==> config.mk <==
export PLATFORM = sky130hd
export DESIGN_NAME = rr_reg_arbiter
export DESIGN_NICKNAME = d
export VERILOG_FILES = /design/src/rtl/rr_reg_arbiter.sv
export SDC_FILE = /design/constraint.sdc
export NUM_CORES = 1
export LEC_CHECK = 0
export BUFFER_PORTS_ARGS = -buffer_cell sky130_fd_sc_hd__clkbuf_2
export CORE_AREA = 2 2 132 134
export DETAILED_ROUTE_END_ITERATION = 10
export DIE_AREA = 0 0 134 136
export PLACE_DENSITY = 0.67
export SYNTH_ARGS = -nofsm -noshare
export SYNTH_HDL_FRONTEND = slang
export SYNTH_SLANG_ARGS = --single-unit
==> constraint.sdc <==
create_clock -name clk -period 2.72 [get_ports clk]
set_input_delay 0.544 -clock clk [delete_from_list [all_inputs] [get_ports clk]]
set_output_delay 0.544 -clock clk [all_outputs]
set_load 0.1 [all_outputs]
==> src/rtl/rr_reg_arbiter.sv <==
// Round-robin arbiter merging NUM_REQ valid/ready/last packet streams into one
// registered output stage; a grant is held for a whole packet.
module rr_reg_arbiter #(
   parameter int NUM_REQ = 4,
   parameter int WIDTH   = 64,
   localparam int IDW    = (NUM_REQ > 2) ? $clog2(NUM_REQ) : 1
) (
   input  logic                       clk,
   input  logic                       rst,
   input  logic [NUM_REQ-1:0]         req_valid,
   input  logic [NUM_REQ*WIDTH-1:0]   req_data,
   input  logic [NUM_REQ-1:0]         req_last,
   output logic [NUM_REQ-1:0]         req_ready,
   output logic                       out_valid,
   output logic [WIDTH-1:0]           out_data,
   output logic                       out_last,
   output logic [IDW-1:0]             out_id,
   input  logic                       out_ready
);

   localparam logic [0:0] IDLE = 1'b0;
   localparam logic [0:0] LOCK = 1'b1;

   logic [0:0]       state_q, state_d;
   logic [IDW-1:0]   cur_q, cur_d;
   logic [IDW-1:0]   rr_ptr_q, rr_ptr_d;
   logic             out_valid_q, out_valid_d;
   logic [WIDTH-1:0] out_data_q, out_data_d;
   logic             out_last_q, out_last_d;
   logic [IDW-1:0]   out_id_q, out_id_d;

   logic             can_load, any_valid, found, grant_en, xfer;
   logic [IDW-1:0]   rr_sel, sel;
   logic [WIDTH-1:0] sel_data;

   // Nearest valid requester after rr_ptr, wrapping around.
   always_comb begin
      int idx;
      idx    = 0;
      rr_sel = '0;
      found  = 1'b0;
      for (int k = 1; k <= NUM_REQ; k++) begin
         idx = int'(rr_ptr_q) + k;
         if (idx >= NUM_REQ) idx = idx - NUM_REQ;
         if (!found && req_valid[idx]) begin
            found  = 1'b1;
            rr_sel = IDW'(idx);
         end
      end
   end

   assign any_valid = |req_valid;
   assign can_load  = !out_valid_q | out_ready;
   assign sel       = (state_q == LOCK) ? cur_q : rr_sel;
   // Ready is suppressed while in reset so nothing is accepted and then dropped.
   assign grant_en  = !rst & can_load & ((state_q == LOCK) | any_valid);
   assign req_ready = grant_en ? (NUM_REQ'(1) << sel) : '0;
   assign xfer      = grant_en & req_valid[sel];
   assign sel_data  = req_data[int'(sel)*WIDTH +: WIDTH];

   always_comb begin
      state_d     = state_q;
      cur_d       = cur_q;
      rr_ptr_d    = rr_ptr_q;
      out_valid_d = out_valid_q;
      out_data_d  = out_data_q;
      out_last_d  = out_last_q;
      out_id_d    = out_id_q;
      if (xfer) begin
         out_valid_d = 1'b1;
         out_data_d  = sel_data;
         out_last_d  = req_last[sel];
         out_id_d    = sel;
         if (req_last[sel]) begin
            state_d  = IDLE;
            rr_ptr_d = sel;
         end else if (state_q == IDLE) begin
            state_d = LOCK;
            cur_d   = sel;
         end
      end else if (out_ready) begin
         out_valid_d = 1'b0;
      end
   end

   always_ff @(posedge clk) begin
      if (rst) begin
         state_q     <= IDLE;
         cur_q       <= '0;
         rr_ptr_q    <= IDW'(NUM_REQ - 1);
         out_valid_q <= 1'b0;
         out_data_q  <= '0;
         out_last_q  <= 1'b0;
         out_id_q    <= '0;
      end else begin
         state_q     <= state_d;
         cur_q       <= cur_d;
         rr_ptr_q    <= rr_ptr_d;
         out_valid_q <= out_valid_d;
         out_data_q  <= out_data_d;
         out_last_q  <= out_last_d;
         out_id_q    <= out_id_d;
      end
   end

   assign out_valid = out_valid_q;
   assign out_data  = out_data_q;
   assign out_last  = out_last_q;
   assign out_id    = out_id_q;

endmodule
==> results of run 1 <==
[cell usage after synthesis]
library cell	instances	area (sq um)
nand2_1	262	983
nand3_1	130	651
dfxtp_1	73	1460
nor3b_1	63	473
a31o_1	61	534
buf_2	34	170
clkbuf_1	22	82.6
nor2_1	14	52.6
a21oi_1	6	30.0
buf_1	5	18.8
mux2i_1	5	50.1
buf_6	4	45.0
nand2b_1	4	25.0
nor2b_1	4	25.0
a211oi_1	3	22.5
a31o_2	3	26.3
nand4_1	3	18.8
o21ai_0	3	15.0
a31oi_1	2	12.5
and2_1	2	12.5
inv_1	2	7.51
mux2_2	2	22.5
o21ai_1	2	10.0
a2111oi_0	1	8.76
a21boi_1	1	7.51
a21boi_4	1	18.8
a21o_1	1	7.51
a221oi_2	1	15.0
buf_4	1	7.51
nor3_1	1	5.00
nor3b_2	1	12.5
o211ai_1	1	7.51
o221a_2	1	11.3
o221ai_1	1	8.76
o22ai_1	1	6.26
or2_0	1	6.26
or2_2	1	6.26
or3b_1	1	8.76
[timing repair]
item / 4_1_cts / 5_1_grt
hold buffers: 0 / 0
endpoints found under the setup margin: 0 / 1
resized for setup: 0 / 0
setup buffers: 0 / 3
[cells by family (layout without fill, tap and decap cells)]
family,after synthesis,in the layout,share of synthesized area
DFF,73,73,0.299
and+or+nand+nor,487,487,0.466
buffers and inverters,68,377,0.0678
AOI/OAI and AO/OA,89,89,0.152
muxes,7,7,0.0148
[area by class of cell]
type,instances,area [sq um],share of cell area
Clock buffer,9,225,0.0313
Inverter,2,7.51,0.00104
Tap cell,225,282,0.0391
Clock inverter,7,47.5,0.00660
Sequential cell,73,1460,0.203
Timing Repair Buffer,359,2020,0.281
Multi-Input combinational cell,583,3160,0.438
[metrics by stage]
stage,util,power [W],worst slack (ns)
after floorplan,-,0.00731,0.00218
after global placement,0.409,0.00878,0.148
after detailed placement,0.409,0.00882,0.0877
after CTS,0.425,0.00995,0.0801
after global routing,0.427,0.0105,0.0488
final,0.427,0.00988,0.158
[registers in the layout, summed over array words and instances (netlist names)]
register   count
rr_ptr_q       2
state_q        1
out_last       1
out_id         2
out_valid      1
out_data      64
cur_q          2
[power by group through the flow]
stage / Combinational, W / Sequential [W] / Clock [W]
6_report: 0.00707 / 0.00171 / 0.00110
5_1_grt: 0.00754 / 0.00176 / 0.00118
4_1_cts: 0.00710 / 0.00171 / 0.00113
3_5_place_dp: 0.00709 / 0.00173 / 0
3_3_place_gp: 0.00706 / 0.00171 / 0
2_1_floorplan: 0.00286 / 0.00445 / 0
[path summary, 6_finish.rpt]
check / from / to / slack, ns / cells after the start
min: cur_q[1] / cur_q[1] / 0.49 / 2
min reg2reg: cur_q[1] / cur_q[1] / 0.49 / 2
max reg2reg: out_valid / rr_ptr_q[0] / 0.45 / 7
max: req_valid[1] / req_ready[0] / 0.16 / 7
[worst reg2reg max path, cell delays in order, from the launching register on]
cell	delay, ns
dfxtp_1	0.31
nor2b_1	0.15
a211oi_1	0.28
o21ai_0	0.24
o21ai_4	0.42
buf_4	0.32
a21boi_1	0.28
mux2i_1	0.20
[layer usage]
| metal | routed length, um | GRT usage | part of all wire | vias to the layer above |
|---|---|---|---|---|
| met5 | 0 | 0 | 0 | - |
| met4 | 447 | 0.0745 | 0.026 | 0 |
| met3 | 1350 | 0.0447 | 0.077 | 32 |
| met2 | 8310 | 0.316 | 0.48 | 245 |
| met1 | 7390 | 0.221 | 0.42 | 2577 |
| li1 | - | - | - | 3105 |
==> results.yml, run 1 <==
layout:
  finalInstanceArea_sq_um: 7200
  area_delta_synth_final_pct: 47.4
  fillCellCount: 1765
  final_cell_mix: "clkbuf_2, nand2_1, nand3_1"
  n_antenna_cell: 0
  stdcell_count: 1258
  final_nets: 1295
  drive_gt1_frac: 0.382
  layout_commonest_cell: "clkbuf_2"
sta:
  slew_viol_final: 0
  max_freq_ghz: 0.390
  period_minus_slack_ns: 2.56
  worst_pin_slew_ns: 0.575
  clock-skew-final_ns: 0.00494
  rsz0062_at_grt: "no"
  hold_viol: 0
  setup_viol: 0
  period_share: 0.942
  fin_tns_setup_ns: 0
  whs_ns: 0.494
  slew_headroom: 0.618
cts:
  cts_tree: "built"
  clock_latency_ns: 0.33
  cts-root-buf: "clkbuf_16"
  clk_path_buf_depth: 2
  path_clk_slew_ns: 0.06
  numClockSinks: 73
  cts_inserted_buffers: 9
  htreeDepth: 3
route:
  drc: 0
  drtIter0Drc: 234
  vias: 5959
  drtAntennaViolNets: 0
  routed_wl_um: 17500
  vias_per_cell: 4.74
  drt_first_pass_iters: 5
  avgRoutedWirePerCell_um: 13.9
setup_path:
  path_buf_inv: 2
  cp_max_fo: 8
  critPathCaptureType: "primary output"
  critPathSlowestCell: "or2_2"
  crit_chain: "clkbuf_2 > or2_2 > a21oi_2 > nand3_1 > and2_2 > nor2_4 > buf_12"
  worstPathRequired_ns: 2.18
  max_stage_delay_ns: 0.31
  path_delay_family: "simple AND/OR/NAND/NOR gates"
  crit_arrival_ns: 2.02
  criticalPathCategory: "primary input to primary output"
  cp-start-kind: "primary input"
global_route:
  grt_max_degree: 71
  grt.total_usage: 0.184
  grt_pass1_vias: 5448
  overflow: 0
  grt_pass1_wl_um: 26900
  antenna_found_initial: 0
synthesis:
  ys_types: 38
  ys_seq_area_frac: 0.299
  yosys_warnings: 0
  syn_avg_cell_area_sq_um: 6.75
  syn_inst: 724
  ys_seq_elements: 73
  netlist_area_sq_um: 4890
  syn_nets: 991
job:
  cap_viol_max_count: 0
power_and_ir_drop:
  power_density_nw_per_um2: 1370
  ir_drop_mv: 0.549
  p_leak_nw: 3.55
  pwr-share-comb: 0.716
  power.internal_w: 0.00396
  switching_share: 0.599
  power_switching_w: 0.00591
  seqPwrFrac: 0.173
  clockPowerShare: 0.111
placed_design:
  dpl-instance-area_sq_um: 6910
  place_congestion: 0.877
  dpl.hpwl_um: 13500
  port_buffers: 338
  dp_cells: 1239
run_status:
  status: "completed"
floorplanning:
  num_rows: 48
  die_h_um: 136
  fp.coreArea_sq_um: 16900
  dieArea_sq_um: 18200
  dieWidth_um: 134
  initial_core_util: 0.290
  num_io_pins: 339
hold_path:
  min-delay-path-class: "flip-flop to flip-flop"
Note: power is estimated with default switching activity, not from simulation.
==> run 2, diff against run 1 <==
Settings changed: CORE_AREA 2 2 132 134 to 10 10 123 125, DIE_AREA 0 0 134 136 to 0 0 133 135, PLACE_DENSITY 0.67 to 0.83.
==> run 2 against run 1 <==
  * Non-clock buffer count shrank 7
  * Routed wire length grew 14%
  * Die area shrank 1.5%
  * Critical path type unchanged
  * Sequential cell count is the same
  * Cell count shrank 4.7%
==> results.yml, run 2 (synthesis results as in run 1) <==
floorplanning:
  num_rows: 41
  dieArea_sq_um: 18000
  fp.coreArea_sq_um: 12600
  dieWidth_um: 133
  die_h_um: 135
  initial_core_util: 0.389
  num_io_pins: 339
cts:
  cts_inserted_buffers: 9
  cts-resized-gates: 0
  cts-root-buf: "clkbuf_16"
  htreeDepth: 3
  path_clk_slew_ns: 0.05
  clk_path_buf_depth: 2
  numClockSinks: 73
  ctsHoldBuffers: 0
  postCtsSetupBuffers: 0
  clock_latency_ns: 0.33
  cts_tree: "built"
setup_path:
  critPathCaptureType: "primary output"
  crit_chain: "clkbuf_2 > or2_2 > a21oi_2 > nand3_1 > and2_2 > nor2_4 > buf_12"
  cp_max_fo: 8
  max_stage_delay_ns: 0.31
  path_buf_inv: 2
  rr_worst_depth: 7
  cp-start-kind: "primary input"
  path_delay_family: "simple AND/OR/NAND/NOR gates"
  critPathSlowestCell: "or2_2"
  worstPathRequired_ns: 2.18
  criticalPathCategory: "primary input to primary output"
  worst-path-stages: 7
  crit_arrival_ns: 1.97
global_route:
  grt_max_degree: 129
  grt_pass1_vias: 6213
  grt.total_usage: 0.212
  grt_pass1_wl_um: 31300
  overflow: 0
  antenna_found_initial: 1
sta:
  period_share: 0.925
  fin_tns_setup_ns: 0
  setup_viol: 0
  slew_viol_final: 0
  max_freq_ghz: 0.397
  clock-skew-final_ns: 0.00525
  slew_headroom: 0.453
  worst_pin_slew_ns: 0.821
  setup_ws_ns: 0.204
  hold_viol: 0
  rsz0062_at_grt: "no"
  period_minus_slack_ns: 2.52
route:
  vias: 6172
  routed_wl_um: 19900
  drtIter0Drc: 324
  vias_per_cell: 5.15
  drc: 0
  drtAntennaViolNets: 0
  avgRoutedWirePerCell_um: 16.6
  drt_first_pass_iters: 4
layout:
  fillCellCount: 1228
  largest_reg_flops: 64
  drive_gt1_frac: 0.377
  layout_commonest_cell: "clkbuf_2"
  area_delta_synth_final_pct: 44.9
  final_nets: 1288
  final_cell_mix: "clkbuf_2, nand2_1, nand3_1"
  seq_area_sq_um: 1460
  stdcell_count: 1199
  multi_input_area_sq_um: 3160
  fin_util: 0.563
power_and_ir_drop:
  totalPowerFinal_w: 0.00982
  p_leak_nw: 3.54
  power_density_nw_per_um2: 1390
  ir_drop_mv: 0.666
placed_design:
  dpl.hpwl_um: 15700
  dp_slack_ns: 0.186
  dp_cells: 1182
  port_buffers: 338
  place_congestion: 0.903
job:
  cap_viol_max_count: 0
run_status:
  status: "completed"
hold_path:
  hold_depth: 2
  min-delay-path-class: "flip-flop to flip-flop"
[run 2: through the flow]
step	cell area, sq um	hold slack, ns
floorplan	4930	0.466
global placement	6790	0.471
detailed placement	6790	0.490
CTS	7080	0.503
global route	7080	0.537
finish	7080	0.494
[run 2: area by class of cell]
cell class	count	share of cell area
Clock buffer	14	0.0401
Timing Repair Buffer	352	0.275
Multi-Input combinational cell	583	0.446
Tap cell	172	0.0304
Antenna cell	1	0.000353
Inverter	2	0.00106
Sequential cell	73	0.206
Clock inverter	2	0.00141
[run 2: worst register-to-register path: stages (launching register included)]
cell and delay (ns):
dfxtp_1 0.40, o21ai_0 0.15, o221ai_1 0.43, o211ai_1 0.25
o21ai_4 0.18, buf_12 0.24, a21boi_1 0.30, mux2i_1 0.21
[run 2: final timing paths]
kind / from / endpoint / slack, ns
setup reg to reg: rr_ptr_q[1] / rr_ptr_q[1] / 0.50
hold / removal: out_id[0] / out_id[0] / 0.49
hold reg to reg: out_id[0] / out_id[0] / 0.49
setup / recovery: req_valid[1] / req_ready[0] / 0.20
[run 2: power by group]
part	switching, W	internal (W)	leakage (nW)	total, W
sequential	0.000198	0.00151	0.607	0.00170
combinational	0.00520	0.00175	2.78	0.00695
clock	0.000446	0.000715	0.149	0.00116
total	0.00584	0.00397	3.54	0.00982
[run 2: routing by layer]
metal | global-route usage | wire (um) | up-vias
met3 | 0.0935 | 2110 | 29
met2 | 0.365 | 9680 | 278
met5 | 0 | 0 | -
met1 | 0.224 | 7620 | 2775
li1 | - | - | 3090
met4 | 0.0819 | 533 | 0
